[config.mk]
export PLATFORM = sky130hd
export DESIGN_NAME = iir_inverse_biquad
export DESIGN_NICKNAME = d
export VERILOG_FILES = /design/src/rtl/iir_inverse_biquad.sv
export SDC_FILE = /design/constraint.sdc
export NUM_CORES = 2
export LEC_CHECK = 0
export BUFFER_PORTS_ARGS = -buffer_cell sky130_fd_sc_hd__buf_2
export CORE_UTILIZATION = 65
export DETAILED_ROUTE_END_ITERATION = 12
export PLACE_DENSITY = 0.82
export RECOVER_POWER = 25
export SETUP_SLACK_MARGIN = 0.02
export SYNTH_ARGS = -nofsm -noshare
export SYNTH_HDL_FRONTEND = slang
export SYNTH_SLANG_ARGS = --single-unit
export TNS_END_PERCENT = 50
[constraint.sdc]
create_clock -name clk -period 50.4 [get_ports clk]
set_input_delay 2.52 -clock clk [delete_from_list [all_inputs] [get_ports clk]]
set_output_delay 2.52 -clock clk [all_outputs]
set_load 0.005 [all_outputs]
[src/rtl/iir_inverse_biquad.sv]
// Direct-form-I biquad with runtime coefficients, one multiplier shared over 5 MAC cycles.
// Latency 6 cycles; in_ready drops while busy or while out_valid waits for out_ready.
module iir_inverse_biquad #(
    parameter int BIT_NO = 32,
    parameter int CK     = 11
) (
    input  logic              clk,
    input  logic              reset,
    input  logic              in_valid,
    output logic              in_ready,
    input  logic [BIT_NO-1:0] in_data,
    output logic              out_valid,
    input  logic              out_ready,
    output logic [BIT_NO-1:0] out_data,
    input  logic              coef_we,
    input  logic [2:0]        coef_addr,
    input  logic [BIT_NO-1:0] coef_wdata,
    input  logic              hist_clr
);
    localparam int AW = 2 * BIT_NO + 3;

    localparam logic [2:0] S_IDLE = 3'd0;
    localparam logic [2:0] S_MAC0 = 3'd1;
    localparam logic [2:0] S_MAC1 = 3'd2;
    localparam logic [2:0] S_MAC2 = 3'd3;
    localparam logic [2:0] S_MAC3 = 3'd4;
    localparam logic [2:0] S_MAC4 = 3'd5;
    localparam logic [2:0] S_OUT  = 3'd6;

    localparam logic signed [BIT_NO-1:0] UNITY = BIT_NO'(1 << (CK - 1));
    localparam logic signed [AW-1:0] SAT_MAX = {{(AW-BIT_NO+1){1'b0}}, {(BIT_NO-1){1'b1}}};
    localparam logic signed [AW-1:0] SAT_MIN = {{(AW-BIT_NO+1){1'b1}}, {(BIT_NO-1){1'b0}}};

    logic [2:0] state;

    logic signed [BIT_NO-1:0] sb0, sb1, sb2, sa1, sa2;
    logic signed [BIT_NO-1:0] ab0, ab1, ab2, aa1, aa2;
    logic signed [BIT_NO-1:0] x_cur, x1, x2, y1, y2;
    logic signed [AW-1:0]     acc;

    logic signed [BIT_NO-1:0]   mul_a, mul_b;
    logic signed [2*BIT_NO-1:0] prod;
    logic signed [AW-1:0]       prod_ext;
    logic signed [AW-1:0]       acc_next;
    logic signed [AW-1:0]       acc_shift;
    logic signed [BIT_NO-1:0]   y_sat;
    logic                       accept;

    assign in_ready = (state == S_IDLE) && !out_valid;
    assign accept   = in_valid && in_ready;

    always_comb begin
        mul_a = '0;
        mul_b = '0;
        case (state)
            S_MAC0: begin mul_a = ab0; mul_b = x_cur; end
            S_MAC1: begin mul_a = ab1; mul_b = x1;    end
            S_MAC2: begin mul_a = ab2; mul_b = x2;    end
            S_MAC3: begin mul_a = aa1; mul_b = y1;    end
            S_MAC4: begin mul_a = aa2; mul_b = y2;    end
            default: begin mul_a = '0; mul_b = '0;    end
        endcase
    end

    assign prod     = mul_a * mul_b;
    assign prod_ext = {{(AW-2*BIT_NO){prod[2*BIT_NO-1]}}, prod};
    // Feedback terms enter the sum negated.
    assign acc_next = ((state == S_MAC3) || (state == S_MAC4)) ? (acc - prod_ext) : (acc + prod_ext);

    assign acc_shift = acc >>> (CK - 1);

    always_comb begin
        if (acc_shift > SAT_MAX) begin
            y_sat = SAT_MAX[BIT_NO-1:0];
        end else if (acc_shift < SAT_MIN) begin
            y_sat = SAT_MIN[BIT_NO-1:0];
        end else begin
            y_sat = acc_shift[BIT_NO-1:0];
        end
    end

    always_ff @(posedge clk or posedge reset) begin
        if (reset) begin
            sb0 <= UNITY;
            sb1 <= '0;
            sb2 <= '0;
            sa1 <= '0;
            sa2 <= '0;
        end else if (coef_we) begin
            case (coef_addr)
                3'd0:    sb0 <= coef_wdata;
                3'd1:    sb1 <= coef_wdata;
                3'd2:    sb2 <= coef_wdata;
                3'd3:    sa1 <= coef_wdata;
                3'd4:    sa2 <= coef_wdata;
                default: ;
            endcase
        end
    end

    always_ff @(posedge clk or posedge reset) begin
        if (reset) begin
            state     <= S_IDLE;
            out_valid <= 1'b0;
            out_data  <= '0;
            acc       <= '0;
            x_cur     <= '0;
            x1        <= '0;
            x2        <= '0;
            y1        <= '0;
            y2        <= '0;
            ab0       <= UNITY;
            ab1       <= '0;
            ab2       <= '0;
            aa1       <= '0;
            aa2       <= '0;
        end else begin
            if (out_valid && out_ready) begin
                out_valid <= 1'b0;
            end
            case (state)
                S_IDLE: begin
                    if (hist_clr) begin
                        x1 <= '0;
                        x2 <= '0;
                        y1 <= '0;
                        y2 <= '0;
                    end
                    // Shadow is sampled before any same-edge write lands.
                    if (accept) begin
                        x_cur <= in_data;
                        ab0   <= sb0;
                        ab1   <= sb1;
                        ab2   <= sb2;
                        aa1   <= sa1;
                        aa2   <= sa2;
                        acc   <= '0;
                        state <= S_MAC0;
                    end
                end
                S_MAC0, S_MAC1, S_MAC2, S_MAC3: begin
                    acc   <= acc_next;
                    state <= state + 3'd1;
                end
                S_MAC4: begin
                    acc   <= acc_next;
                    state <= S_OUT;
                end
                S_OUT: begin
                    out_data  <= y_sat;
                    out_valid <= 1'b1;
                    x2        <= x1;
                    x1        <= x_cur;
                    y2        <= y1;
                    y1        <= y_sat;
                    state     <= S_IDLE;
                end
                default: state <= S_IDLE;
            endcase
        end
    end
endmodule

## Word level (Yosys, flattened, before mapping)

Index checks and enable logic that the tools add are counted.

| storage, ports and cells | value |
|---|---|
| bits in registers | 583 |
| input port bits | 73 |
| output and inout bits | 34 |
| word-level logic and storage cells | 73 |

| cells by class | value |
|---|---|
| add/sub/neg operators | 3 |
| $mul | 1 |
| $lt $le $gt $ge | 2 |
| equality and inequality tests | 12 |
| multiplexer cells | 16 |
| reductions and logical operators | 20 |

Operators with widths:

| cell | number |
|---|---|
| $pmux W32 S5 | 2 |
| $pmux W32 S2 | 4 |
| $mux W67 | 2 |
| $pmux W67 S2 | 1 |
| $mux W32 | 3 |
| $add A67 B64 Y67 | 1 |
| $sub A67 B64 Y67 | 1 |
| $mul A32 B32 Y64 | 1 |
| $gt A57 B32 Y1 const B | 1 |
| $lt A57 B32 Y1 const B | 1 |
| $reduce_and A2 Y1 | 8 |
| $eq A3 B2 Y1 const B | 4 |
| $eq A3 B3 Y1 const B | 4 |
| $pmux W3 S3 | 1 |
| $eq A3 B1 Y1 const B | 2 |
| $logic_not A3 Y1 | 2 |
| $reduce_bool A2 Y1 | 3 |
| $reduce_or A5 Y1 | 1 |
| $ne A2 B2 Y1 const B | 2 |
| $reduce_or A4 Y1 | 1 |
| $add A3 B1 Y3 const B | 1 |
| $logic_and A1 B1 Y1 | 3 |
| $mux W3 | 1 |
| $mux W1 | 2 |
| other kinds (2) | 2 |

## Longest topological paths before layout

| logic depth | value |
|---|---|
| depth after elaboration | 6 |
| mapped depth | 52 |
| depth with buffers taken out | 47 |

## Least setup slack after synthesis

OpenSTA, ideal clock, no wires.

| timing | value |
|---|---|
| kind | reg-to-reg |
| start | reg state[2] |
| end | reg acc[65] |
| setup time | 0.133 ns |
| arrival time | 12.280 ns |
| required time | 50.267 ns |
| path slack | 37.987 ns |
| stages on the path, launching flop included | 48 |
| buffers on the path | 6 |
| period minus slack after synthesis | 12.413 ns |
| cell sequence | dfrtp_1 > buf_2 > inv_1 > ha_1 > clkbuf_1 > clkbuf_1 > buf_1 > a22oi_1 > nand3_1 > clkbuf_1 > nand2_1 > inv_1 > fa_1 > fa_1 > fa_1 > inv_1 > fa_1 > inv_1 > [... 12 more ...] > mux2i_1 > a211oi_1 > o311ai_0 > nor3b_1 > or4b_1 > nand2b_1 > o21ai_1 > xor2_1 > ha_1 > a21o_1 > a21o_1 > a21oi_1 > nand2b_1 > or3_1 > and3_1 > a221oi_1 > xor2_1 > o21ai_0 |

| on the way | value |
|---|---|
| cells in the longest elaborated chain, start to end | 6 |
| elaborated cells between the ends (all ways) | 20 |
| classes of those cells | add/sub (2); mul (1); eq/ne (6); mux (4); reduce/logical (7) |

RTL lines:

| element | line | RTL |
|---|---|---|
| start, declared | 34 | `logic [2:0] state;` |
| start signal, assigned | 143 | `state <= state + 3'd1;` |
| $eq A3 B3 Y1 (tied with other cells) | 55, 68, 121 |  |
| $pmux W32 S5 | 55 | `case (state)` |
| $mul A32 B32 Y64 | 65 | `assign prod = mul_a * mul_b;` |
| $add A67 B64 Y67 / $sub A67 B64 Y67 (equally long branches) | 68 | `assign acc_next = ((state == S_MAC3) \|\| (state == S_MAC4)) ? (acc - prod_ext) : (acc + prod_ext);` |
| $mux W67 | 68 |  |
| $pmux W67 S2 | 121 | `case (state)` |
| end signal, assigned | 142 | `acc <= acc_next;` |
| end signal, assigned | 146 | `acc <= acc_next;` |
| end, declared | 39 | `logic signed [AW-1:0] acc;` |

Parallel ways exist; a longest one is shown, timed or not.
A chain may end at the register's enable or synchronous reset.

## Worst setup path in the final report

| timing | value |
|---|---|
| start | reg state[1] |
| end | reg acc[64] |

Same word-level chain as after synthesis.

==> impl_metrics.tcl <==
set metrics [dict create \
    drtIter0Drc 6003 \
    syn2layout_area_growth_pct 5.68 \
    crit_path_end_kind "register" \
    mostFrequentLayoutCells "nand2_1 (1372), fa_1 (1083), inv_1 (1016)" \
    die_x_um 318 \
    fmax_mhz 67.2 \
    ant_nets 0 \
    drtPass1Iterations 8 \
    hold_viol 0 \
    root_buffer "clkbuf_16" \
    num_io_pins 107 \
    synth.area.top_cells "fa_1 (33%), dfrtp_1 (22%), nand2_1 (7.9%), inv_1 (5.9%), ha_1 (4.9%)" \
    met1_usage_pct 54.0 \
    crit_path_max_incr_delay_ns 0.93 \
    violations "capacitance limit, slew limit" \
    clk_pin_slew_ns 0.07 \
    worst_pin_slew_ns 6.22 \
    portBuffers 106 \
    min_path_type "reg -> reg" \
    die_h_um 318 \
    final_common_cell "nand2_1" \
    final.setup.tns_ns 0 \
    setup_violations 0 \
    grt_max_degree 171 \
    antenna_found_initial 6 \
    utilization_pct 69.6 \
    cts_tree "yes" \
    avgSynthCellArea_um2 9.25 \
    post_cts_resized 0 \
    yosysTopAreaCellShare_pct 33.3 \
    cts_setup_buffers 0 \
    crit_path_max_fanout 30 \
    track_usage_pct 40.6 \
    cts_htree_levels 2 \
    drive_above_1_share_pct 7.80 \
    hpwl_um 151000 \
    setup.worst_path.start_class "register" \
    routed_via_density 6.31 \
    fp-row-count 115 \
    seq_area_frac_synth_pct 22.4 \
    syn_nets 8453 \
    status "finished with violations" \
    wl_per_cell_um 24.1 \
    num_vias 52200 \
    holdBufCountCts 0 \
    clockBufferDepth 3 \
    rsz0062_at_grt "false" \
    post-route-period-util_pct 29.5 \
    drv_slew 500 \
    critical_path_required_ns 50.96 \
    yosysWarnings 0 \
    use_met3_pct 11.9 \
    cpMostUsedCell "fa_1" \
    ys_types 101 \
    arrival_ns 15.44 \
    ys_async_sr_fraction_pct 100 \
    grt_overflow 0 \
    drc_errors 0 \
    yosysTopAreaCell "fa_1" \
    ys.flop_type "dfrtp_1" \
    grt.met2_usage_pct 60.1 \
    fin_skew_ns 0.0291 \
    slew_headroom_pct -317 \
    synth_edf_count 0 \
    ys_ff_latch 583 \
    grt.busiest_layer "met2" \
    synth_cells 7041 \
    place_congestion 1.03 \
    numCtsBuffers 58 \
    crit_slowest_cell "nand2_1" \
    start_util_pct 65.9 \
    finalNetCount 8339 \
    synth.cell_area_mm2 0.0651 \
    maxCapViolCount 8 \
    timing_worst_setup_path_type "reg -> reg" \
    grt_pass1_vias 54200 \
    core_mm2 0.0989 \
    whs_ns 0.444 \
    grt_pass1_wl_um 313000 \
    cts_sinks 583 \
    clk-insertion-delay-late_ns 0.65 \
    dieArea_mm2 0.101 \
    layout_min_cycle_time_ns 14.89 \
    wirelength_um 200000 \
]
[critical path, delay by kind of cell (launching register included)]
family	cells	cell delay (ns)
fa+ha+maj	11	5.35
simple gates	12	4.17
compound gates	13	3.27
buf+inv	8	1.35
flops	1	0.41
xor+xnor	1	0.21
[Yosys cell counts (7+ instances only)]
cell	n
or3_1	19
a22o_1	113
mux2_2	163
inv_1	1017
o21a_1	22
a21o_1	134
nor3b_1	7
a31oi_1	16
a211oi_1	17
dfrtp_1	581
and3_1	27
mux2i_1	11
fa_1	1083
and4_1	45
clkbuf_1	349
buf_1	23
or2_2	13
a21boi_0	8
nand4_1	59
nand2b_1	23
or4_1	8
ha_1	256
o211ai_1	23
xor2_1	67
o21ai_0	147
a21oi_1	187
o21bai_1	21
o2111ai_1	27
nand2_1	1373
buf_2	14
nor3_1	39
nor4_1	19
nor2b_1	20
nand3_1	118
a22oi_1	53
o2111a_1	18
xnor2_1	99
and2_1	39
o21ai_1	15
a41oi_1	7
nor2_1	617
o31ai_1	21
[sequential cells by signal, indices dropped and copies added (netlist names)]
signal / count
x1: 32
y2: 32
aa1: 32
sb1: 32
sb2: 32
acc: 67
sa1: 32
out_valid: 1
x_cur: 32
x2: 32
sa2: 32
ab1: 32
y1: 32
ab2: 32
aa2: 32
state: 3
out_data: 32
ab0: 32
sb0: 32
[per-stage QoR]
step | std cells | instance area [um^2] | setup WS [ns]
detailed placement | 8154 | 66800 | 35.92
finish | 8270 | 68800 | 35.51
global placement | 8154 | 66800 | 36.20
global route | 8264 | 68800 | 34.80
floorplan | 7041 | 65100 | 31.57
CTS | 8261 | 68800 | 35.83
[final timing paths]
check,from,endpoint,slack (ns),cells past startpoint
setup / recovery,state[1],acc[64],35.51,45
hold / removal,sb0[6],ab0[6],0.44,2
setup reg to reg,state[1],acc[64],35.51,45
hold reg to reg,sb0[6],ab0[6],0.44,2
max in group asynchronous,reset,aa2[29],42.69,4
min in group asynchronous,reset,out_data[12],3.81,2
[cell families (layout without fill, tap and decap cells)]
family	Yosys count	count (layout)	share of synthesized area [%]
flops	583	583	22.4
buf+inv	1405	1338	8.14
mux	175	175	3.01
fa+ha+maj	1339	1339	38.2
xor+xnor	166	166	2.23
other cells	0	9	0
compound gates	919	919	9.97
simple gates	2454	2454	16.0
[metal layers]
metal / wire length, um / share of wire (%) / vias to the layer above
met3: 25400 / 13 / 736
li1: - / - / 22000
met1: 73600 / 37 / 26100
met2: 86600 / 43 / 3253
met4: 13900 / 7.0 / 4
met5: 69 / 0.035 / -
[final cells by class]
type	instances	area, um^2
antenna	9	22.5
clock buffer	81	1670
clock inverter	26	368
fill	7307	30100
inverter	1017	3820
multi-input combinational	5053	45400
sequential	583	14600
tap	1287	1610
timing repair buffer	214	1330
Power is left out: the tool's default activity adds up to more than one toggle a clock period on the data nets, which glitch-free logic cannot reach.
